===== src/rtl/a_filter_pkg.sv =====
// Shared definitions for the time-multiplexed all-pass cascade.
//   state_e      : sequencer states (idle / run / out)
//   COEF_FRAC    : fractional bits of the default Q1.10 coefficient format
//   coef_frac()  : fractional bits for an arbitrary coefficient width
//   LEGACY_A*    : coefficients reproducing the six-stage legacy response
package a_filter_pkg;

    typedef enum logic [1:0] {
        StIdle,
        StRun,
        StOut
    } state_e;

    localparam int unsigned COEF_W_DEF = 11;
    localparam int unsigned COEF_FRAC  = COEF_W_DEF - 1;

    localparam int LEGACY_A0 = -1010;
    localparam int LEGACY_A1 = -930;
    localparam int LEGACY_A2 = -1021;
    localparam int LEGACY_A3 = -1021;
    localparam int LEGACY_A4 = -208;
    localparam int LEGACY_A5 = -208;

    // Q1.(w-1): one sign/integer bit, the rest fractional.
    function automatic int unsigned coef_frac(input int unsigned coef_w);
        return coef_w - 1;
    endfunction

endpackage


===== src/rtl/fos_tdm_pe.sv =====
// Combinational datapath of one transposed first-order all-pass section.
//   x      : section input sample
//   a      : signed Q1.(COEF_W-1) coefficient
//   s      : current section state
//   byp    : bypass, passes x through and leaves the state untouched
//   y      : section output, ((a*x) >>> frac) + s
//   s_next : updated state, x - ((a*y) >>> frac)
module fos_tdm_pe
    import a_filter_pkg::*;
#(
    parameter int unsigned DATA_W = 32,
    parameter int unsigned COEF_W = 11
) (
    input  logic [DATA_W-1:0] x,
    input  logic [COEF_W-1:0] a,
    input  logic [DATA_W-1:0] s,
    input  logic              byp,
    output logic [DATA_W-1:0] y,
    output logic [DATA_W-1:0] s_next
);

    localparam int unsigned PROD_W = DATA_W + COEF_W;
    localparam int unsigned FRAC   = coef_frac(COEF_W);

    logic signed [PROD_W-1:0] a_ext;
    logic signed [PROD_W-1:0] ax;
    logic signed [PROD_W-1:0] ay;
    logic        [DATA_W-1:0] y_mac;
    logic        [DATA_W-1:0] s_mac;

    always_comb begin
        // Both operands sign-extended to the full product width so the
        // product is exact before the arithmetic (floor) shift.
        a_ext = PROD_W'($signed(a));
        ax    = a_ext * PROD_W'($signed(x));
        y_mac = DATA_W'(ax >>> FRAC) + s;
        ay    = a_ext * PROD_W'($signed(y_mac));
        s_mac = x - DATA_W'(ay >>> FRAC);
        if (byp) begin
            y      = x;
            s_next = s;
        end else begin
            y      = y_mac;
            s_next = s_mac;
        end
    end

endmodule


===== src/rtl/a_filter_tdm.sv =====
// Time-multiplexed cascade of STAGES first-order all-pass sections sharing
// one multiply-add datapath, one section evaluated per clock.
//   clk, reset          : rising-edge clock, asynchronous active-low reset
//   in_valid/in_ready   : input handshake, in_ready high only while idle
//   x_in                : input sample
//   out_valid/out_ready : output handshake, y_out held until consumed
//   y_out               : filtered sample (the working register)
//   coef_we/addr/wdata  : coefficient write port, out-of-range addresses ignored
//   coef_byp            : bypass flag written together with the coefficient
//   flush               : zero all section states and return to idle
module a_filter_tdm
    import a_filter_pkg::*;
#(
    parameter int unsigned DATA_W = 32,
    parameter int unsigned COEF_W = 11,
    parameter int unsigned STAGES = 6
) (
    input  logic                                          clk,
    input  logic                                          reset,
    input  logic                                          in_valid,
    output logic                                          in_ready,
    input  logic [DATA_W-1:0]                             x_in,
    output logic                                          out_valid,
    input  logic                                          out_ready,
    output logic [DATA_W-1:0]                             y_out,
    input  logic                                          coef_we,
    input  logic [((STAGES > 1) ? $clog2(STAGES) : 1)-1:0] coef_addr,
    input  logic [COEF_W-1:0]                             coef_wdata,
    input  logic                                          coef_byp,
    input  logic                                          flush
);

    localparam int unsigned IDX_W = (STAGES > 1) ? $clog2(STAGES) : 1;

    state_e              state_q;
    logic [IDX_W-1:0]    k_q;
    logic [DATA_W-1:0]   work_q;
    logic                out_valid_q;
    logic [DATA_W-1:0]   s_q   [STAGES];
    logic [COEF_W-1:0]   a_q   [STAGES];
    logic                byp_q [STAGES];

    logic [DATA_W-1:0]   pe_y;
    logic [DATA_W-1:0]   pe_s_next;
    logic                addr_ok;
    logic                last_stage;

    fos_tdm_pe #(
        .DATA_W (DATA_W),
        .COEF_W (COEF_W)
    ) u_pe (
        .x      (work_q),
        .a      (a_q[k_q]),
        .s      (s_q[k_q]),
        .byp    (byp_q[k_q]),
        .y      (pe_y),
        .s_next (pe_s_next)
    );

    assign addr_ok    = 32'(coef_addr) < STAGES;
    assign last_stage = (k_q == IDX_W'(STAGES - 1));

    assign in_ready   = (state_q == StIdle);
    assign out_valid  = out_valid_q;
    assign y_out      = work_q;

    always_ff @(posedge clk or negedge reset) begin
        if (!reset) begin
            state_q     <= StIdle;
            k_q         <= '0;
            work_q      <= '0;
            out_valid_q <= 1'b0;
            for (int i = 0; i < int'(STAGES); i++) begin
                s_q[i]   <= '0;
                a_q[i]   <= '0;
                byp_q[i] <= 1'b0;
            end
        end else begin
            // Coefficient port is independent of the sequencer and of flush;
            // an evaluation on the same edge still sees the old value.
            if (coef_we && addr_ok) begin
                a_q[coef_addr]   <= coef_wdata;
                byp_q[coef_addr] <= coef_byp;
            end

            if (flush) begin
                state_q     <= StIdle;
                k_q         <= '0;
                out_valid_q <= 1'b0;
                for (int i = 0; i < int'(STAGES); i++) begin
                    s_q[i] <= '0;
                end
            end else begin
                case (state_q)
                    StIdle: begin
                        if (in_valid) begin
                            work_q  <= x_in;
                            k_q     <= '0;
                            state_q <= StRun;
                        end
                    end
                    StRun: begin
                        work_q   <= pe_y;
                        s_q[k_q] <= pe_s_next;
                        if (last_stage) begin
                            state_q     <= StOut;
                            out_valid_q <= 1'b1;
                        end else begin
                            k_q <= k_q + 1'b1;
                        end
                    end
                    StOut: begin
                        if (out_ready) begin
                            out_valid_q <= 1'b0;
                            state_q     <= StIdle;
                        end
                    end
                    default: begin
                        state_q     <= StIdle;
                        out_valid_q <= 1'b0;
                    end
                endcase
            end
        end
    end

endmodule


===== config.mk =====
export PLATFORM = sky130hd
export DESIGN_NAME = a_filter_tdm
export DESIGN_NICKNAME = d
export VERILOG_FILES = /design/src/rtl/a_filter_pkg.sv /design/src/rtl/fos_tdm_pe.sv /design/src/rtl/a_filter_tdm.sv
export SDC_FILE = /design/constraint.sdc
export NUM_CORES = 2
export LEC_CHECK = 0
export CAP_MARGIN = 5
export CORE_MARGIN = 1
export CORE_UTILIZATION = 44
export CTS_BUF_LIST = sky130_fd_sc_hd__clkbuf_8 sky130_fd_sc_hd__clkbuf_16
export DETAILED_ROUTE_END_ITERATION = 10
export MAX_ROUTING_LAYER = met4
export PLACE_DENSITY = 0.59
export SLEW_MARGIN = 0
export SYNTH_ARGS = -nofsm -noshare
export SYNTH_HDL_FRONTEND = slang
export SYNTH_SLANG_ARGS = --single-unit

===== constraint.sdc =====
create_clock -name clk -period 32.7 [get_ports clk]
set_input_delay 6.54 -clock clk [delete_from_list [all_inputs] [get_ports clk]]
set_output_delay 6.54 -clock clk [all_outputs]
set_load 0.02 [all_outputs]

Yosys cells after proc, flatten, opt, wreduce, memory -nomap -nowiden
Index checks and enable logic that the tools add are counted.
{"block": "totals", "ff_bits": 302, "in_bits": 53, "word_cells": 93, "out_inout_bits": 34}
{"block": "classes", "eq_ne": 10, "n_bitwise": 3, "n_addsub": 3, "n_lt_le_gt_ge": 5, "n_reduce_logical": 11, "multipliers": 2, "muxes": 37}
{"operator": "192-bit two-way mux", "n": 2}
{"operator": "192-bit bitwise mux", "n": 1}
{"operator": "32-bit two-way mux", "n": 6}
{"operator": "32-bit binary-select mux with 3-bit select", "n": 1}
{"operator": "32-bit demux with 3-bit select", "n": 1}
{"operator": "11-bit by 32-bit multiplier with 42-bit output", "n": 2}
{"operator": "66-bit bitwise mux", "n": 1}
{"operator": "32-bit one-hot mux with 2 select lines", "n": 1}
{"operator": "11-bit binary-select mux with 3-bit select", "n": 1}
{"operator": "11-bit demux with 3-bit select", "n": 1}
{"operator": "11-bit two-way mux", "n": 3}
{"operator": "32-bit adder", "n": 1}
{"operator": "32-bit subtractor", "n": 1}
{"operator": "3-bit two-way mux", "n": 3}
{"operator": "3-bit inequality test (second input constant)", "n": 3}
{"operator": "3-bit AND reduction", "n": 3}
{"operator": "4-bit >= comparator (second input constant)", "n": 2}
{"operator": "4-bit by 1-bit less-than comparator with 1-bit output (second input constant)", "n": 2}
{"operator": "2-bit two-way mux", "n": 4}
{"operator": "3-bit NOT with 4-bit output", "n": 2}
{"operator": "6-bit bitwise mux", "n": 1}
{"operator": "1-bit two-way mux", "n": 6}
{"operator": "2-bit one-hot mux with 3 select lines", "n": 1}
{"operator": "3-bit one-hot mux with 2 select lines", "n": 1}
{"operator": "17 further kinds", "n": 21}

Logic depth before layout (Yosys ltp)
{"block": "depth", "word_depth": 12, "mapped_depth": 75, "depth_no_buf": 69}

By module
A second synthesis with hierarchy kept.
{"block": "hier_totals", "cells_unflattened": 4070, "hier_area_um2": 39589.2}
{"module": "fos_tdm_pe", "area_each_um2": 25966.2, "seq_area_each_um2": 0.0, "n_inst": 1, "cells_per_inst": 3037}
{"module": "a_filter_tdm", "area_each_um2": 13623.1, "seq_area_each_um2": 7557.2, "n_inst": 1, "cells_per_inst": 1033}

Least setup slack after synthesis
OpenSTA, ideal clock, no wires.
{"block": "synth_timing", "path_kind": "reg-to-reg", "from": "register k_q[0]", "to": "register s_q[127] (netlist bit)", "setup_time_ns": 0.129, "required_ns": 32.571, "path_stages_with_launch": 72, "n_path_buf": 5, "period_less_slack_ns": 15.993, "setup_slack_ns": 16.707, "t_arrival_ns": 15.864, "path_cell_list": "dfrtp_1 buf_6 and3b_1 clkbuf_1 clkbuf_1 a22oi_1 nand2_1 a221o_1 clkbuf_1 clkbuf_1 nand2_1 fa_1 inv_1 fa_1 fa_1 fa_1 inv_1 fa_1 [36 not listed] o21ai_1 a21boi_0 o21a_1 o21a_1 or2_1 ha_1 a21oi_1 nand2_1 or3_1 nor3_1 nor2_1 a31oi_1 or2_1 a31oi_1 xnor2_1 xnor3_1 a21oi_2 o21ai_1"}
{"block": "synth_via", "elab_chain_len": 12, "word_cells_on_any_way": 23, "cone_classes": "add/sub (2); mul (2); order compare (2); mux (15); bitwise (1); reduce/logical (1)"}
{"item": "start, declared", "line_no": "a_filter_tdm.sv:36", "rtl": "logic [IDX_W-1:0] k_q;"}
{"item": "start signal, assigned", "line_no": "a_filter_tdm.sv:109", "rtl": "k_q <= k_q + 1'b1;"}
{"item": "3-bit NOT with 4-bit output (not written as such) *"}
{"item": "11-bit binary-select mux with 3-bit select", "line_no": "a_filter_tdm.sv:53", "rtl": ".a (a_q[k_q]),"}
{"item": "11-bit two-way mux (not written as such) (2 in series)", "line_no": "a_filter_tdm.sv:53"}
{"item": "11-bit by 32-bit multiplier with 42-bit output", "line_no": "fos_tdm_pe.sv:35", "rtl": "ax = a_ext * PROD_W'($signed(x));"}
{"item": "32-bit adder", "line_no": "fos_tdm_pe.sv:36", "rtl": "y_mac = DATA_W'(ax >>> FRAC) + s;"}
{"item": "11-bit by 32-bit multiplier with 42-bit output", "line_no": "fos_tdm_pe.sv:37", "rtl": "ay = a_ext * PROD_W'($signed(y_mac));"}
{"item": "32-bit subtractor", "line_no": "fos_tdm_pe.sv:38", "rtl": "s_mac = x - DATA_W'(ay >>> FRAC);"}
{"item": "32-bit two-way mux", "line_no": "fos_tdm_pe.sv:39", "rtl": "if (byp) begin"}
{"item": "192-bit bitwise mux *", "line_no": "a_filter_tdm.sv:104", "rtl": "s_q[k_q] <= pe_s_next;"}
{"item": "192-bit two-way mux *", "line_no": "a_filter_tdm.sv:94", "rtl": "case (state_q)"}
{"item": "192-bit two-way mux *", "line_no": "a_filter_tdm.sv:86", "rtl": "if (flush) begin"}
{"item": "end signal, assigned by index", "line_no": "a_filter_tdm.sv:104"}
{"item": "end, declared", "line_no": "a_filter_tdm.sv:39", "rtl": "logic [DATA_W-1:0] s_q [STAGES];"}
Mark *: on every way between the ends. The rest lies on a longest branch, timed or not. The select of a mux whose other input is x is not followed.
A chain may end at the register's enable or synchronous reset.

Worst setup path in the final report
{"block": "layout_timing", "from": "register k_q[0]", "to": "register s_q[63] (netlist bit)"}
Same word-level chain as after synthesis.

==> impl_metrics.json <==
{
  "cts_hold_buf": 0,
  "syn_inst": 4178,
  "io_buffers": 86,
  "io_pins": 87,
  "tightestPinTransition_ns": 1.19,
  "nFillCells": 8205,
  "synth_edf_count": 0,
  "worst_hold_slack_ns": 0.474,
  "slowest_stage": "a2111oi_1",
  "max_freq_mhz": 52.5,
  "hold_viol": 0,
  "grt_first_pass_wirelength_um": 174000,
  "grt_max_degree": 120,
  "dp_cells": 5272,
  "final_cell_mix": "inv_1 (654), nand2_1 (621), fa_1 (602), dfrtp_1 (301), nor2_1 (257)",
  "wirelength_um": 111000,
  "multi_input_area_um2": 27500,
  "gp_congestion": 0.962,
  "cap_viol_max_count": 0,
  "drive_above_1_share_pct": 6.68,
  "ys_top_cells_by_area": "fa_1 (32%), dfrtp_1 (20%), ha_1 (7.7%)",
  "cts_tree": "yes",
  "cpPeakStageDelay_ns": 0.78,
  "core_um2": 85500,
  "placementRows": 107,
  "cts_resized": 0,
  "start_util_pct": 44.6,
  "cts_root_buffer": "clkbuf_16",
  "syn_nets": 5067,
  "start_kind": "flip-flop",
  "rsz0062_at_grt": "no",
  "clk_path_buf_depth": 3,
  "setup_ws_ns": 13.67,
  "die_y_um": 296,
  "tns_ns": 0,
  "final_antenna_net_count": 0,
  "synth_cell_types": 75,
  "synth_top_area_share_pct": 31.6,
  "post_cts.repair.setup_buffers": 0,
  "place_ws_ns": 13.80,
  "finalSetupViolCount": 0,
  "via_count": 29000,
  "mappedNetlistArea_um2": 38200,
  "post_drt_wl_per_cell_um": 20.8,
  "fin_crit_sh_pct": 58.2,
  "clk_latency_ns": 0.59,
  "drt-pass1-iter-count": 6,
  "worstHoldPathType": "reg -> reg",
  "required_ns": 33.13,
  "htree_levels": 2,
  "crit_top_cell": "fa_1",
  "synthArstFlopShare_pct": 100,
  "layout.nets": 5056,
  "ys.flop_type": "dfrtp_1",
  "cp.arrival_ns": 19.45,
  "status": "finished, final reports clean",
  "grt_pass1_vias": 29600,
  "dr.first_iter.drc_count": 1771,
  "dieArea_um2": 87900,
  "clk_pin_slew_worst_paths_ns": 0.06,
  "path_class": "reg -> reg",
  "slew_viol_final": 0,
  "dp_hpwl_um": 83300,
  "yosysTopAreaCell": "fa_1",
  "vias_per_cell": 5.44,
  "fp.dieW_um": 296,
  "relSlewSlack_pct": 20.0,
  "yosys_register_bits": 302,
  "syn2layout_area_growth_pct": 8.95,
  "yosysSeqAreaShare_pct": 19.8,
  "antenna_found_initial": 5,
  "synth_warnings": 0,
  "post-route-min-period_ns": 19.03,
  "track_usage_pct": 26.8,
  "mostFrequentLayoutCell": "inv_1",
  "critPathCaptureType": "flip-flop",
  "syn_avg_cell_area_um2": 9.13,
  "clkSinkCount": 302,
  "fin_skew_ns": 0.0300,
  "overflow": 0,
  "regArea_um2": 7560,
  "drc": 0,
  "cts_made_buffers": 37,
  "fin_cells": 5339,
  "crit_fanout": 47
}
per-stage QoR:
stage	utilization, %	cell area, um2
after floorplan	-	38200
after global placement	47.2	40300
after detailed placement	47.2	40300
after CTS	48.6	41600
after global routing	48.6	41600
final	48.6	41600
cell usage after synthesis (53+ instances only):
cell type	number
nor2b_1	90
o22ai_1	61
a21oi_1	157
o21ai_0	200
nor3_1	53
fa_1	602
ha_1	234
xnor2_1	97
clkbuf_1	188
inv_1	643
nor2_1	257
dfrtp_1	302
and2_1	110
mux2_2	105
nand2_1	621
critical path: cells and delay by family (launching register included):
| kind | cells | cell delay [ns] |
|---|---|---|
| adder cells (fa/ha/maj) | 14 | 6.33 |
| AO/OA/AOI/OAI | 24 | 6.09 |
| AND/OR/NAND/NOR | 15 | 3.37 |
| buffers and inverters | 7 | 1.34 |
| XOR/XNOR | 4 | 1.28 |
| flip-flops | 1 | 0.34 |
registers in the layout, indices dropped and copies added (netlist names):
name	count
y_out	32
k_q	3
byp_q	6
out_valid	1
state_q	2
s_q	192
a_q	66
per-layer routing:
metal	vias to the layer above	global-route usage [%]	routed length, um
li1	13200	-	-
met1	14900	35.1	47500
met2	768	43.2	53700
met3	165	3.24	5730
met4	0	9.08	4400
met5	-	-	0
cell families (layout without fill, tap and decap cells):
family / count (synthesis) / count (layout) / share of synthesized area [%]
AND/OR/NAND/NOR: 1247 / 1247 / 14.6
buffers and inverters: 849 / 864 / 8.41
adder cells (fa/ha/maj): 836 / 836 / 39.3
AO/OA/AOI/OAI: 667 / 667 / 10.7
flip-flops: 302 / 302 / 19.8
XOR/XNOR: 142 / 142 / 3.35
multiplexers: 135 / 135 / 3.92
other: 0 / 2 / 0
path summary, 6_finish.rpt:
path	startpoint	end	slack [ns]	cells past startpoint
worst max-delay path	k_q[0]	s_q[63]	13.67	64
worst min-delay path	s_q[62]	s_q[62]	0.47	2
worst max register to register	k_q[0]	s_q[63]	13.67	64
worst min register to register	s_q[62]	s_q[62]	0.47	2
max in group asynchronous	reset	y_out[7]	25.10	2
min in group asynchronous	reset	a_q[54]	6.03	1
cell type report:
| class | instances | area share, % |
|---|---|---|
| diodes | 2 | 0.0120 |
| flip-flops and latches | 302 | 18.2 |
| inverters | 644 | 5.82 |
| clock inverters | 25 | 0.617 |
| well taps | 1144 | 3.44 |
| multi-input cells | 3027 | 66.3 |
| clock buffers | 40 | 2.33 |
| repair buffers | 155 | 3.33 |
Power is left out: the tool's default activity adds up to more than one toggle a clock period on the data nets, which glitch-free logic cannot reach.
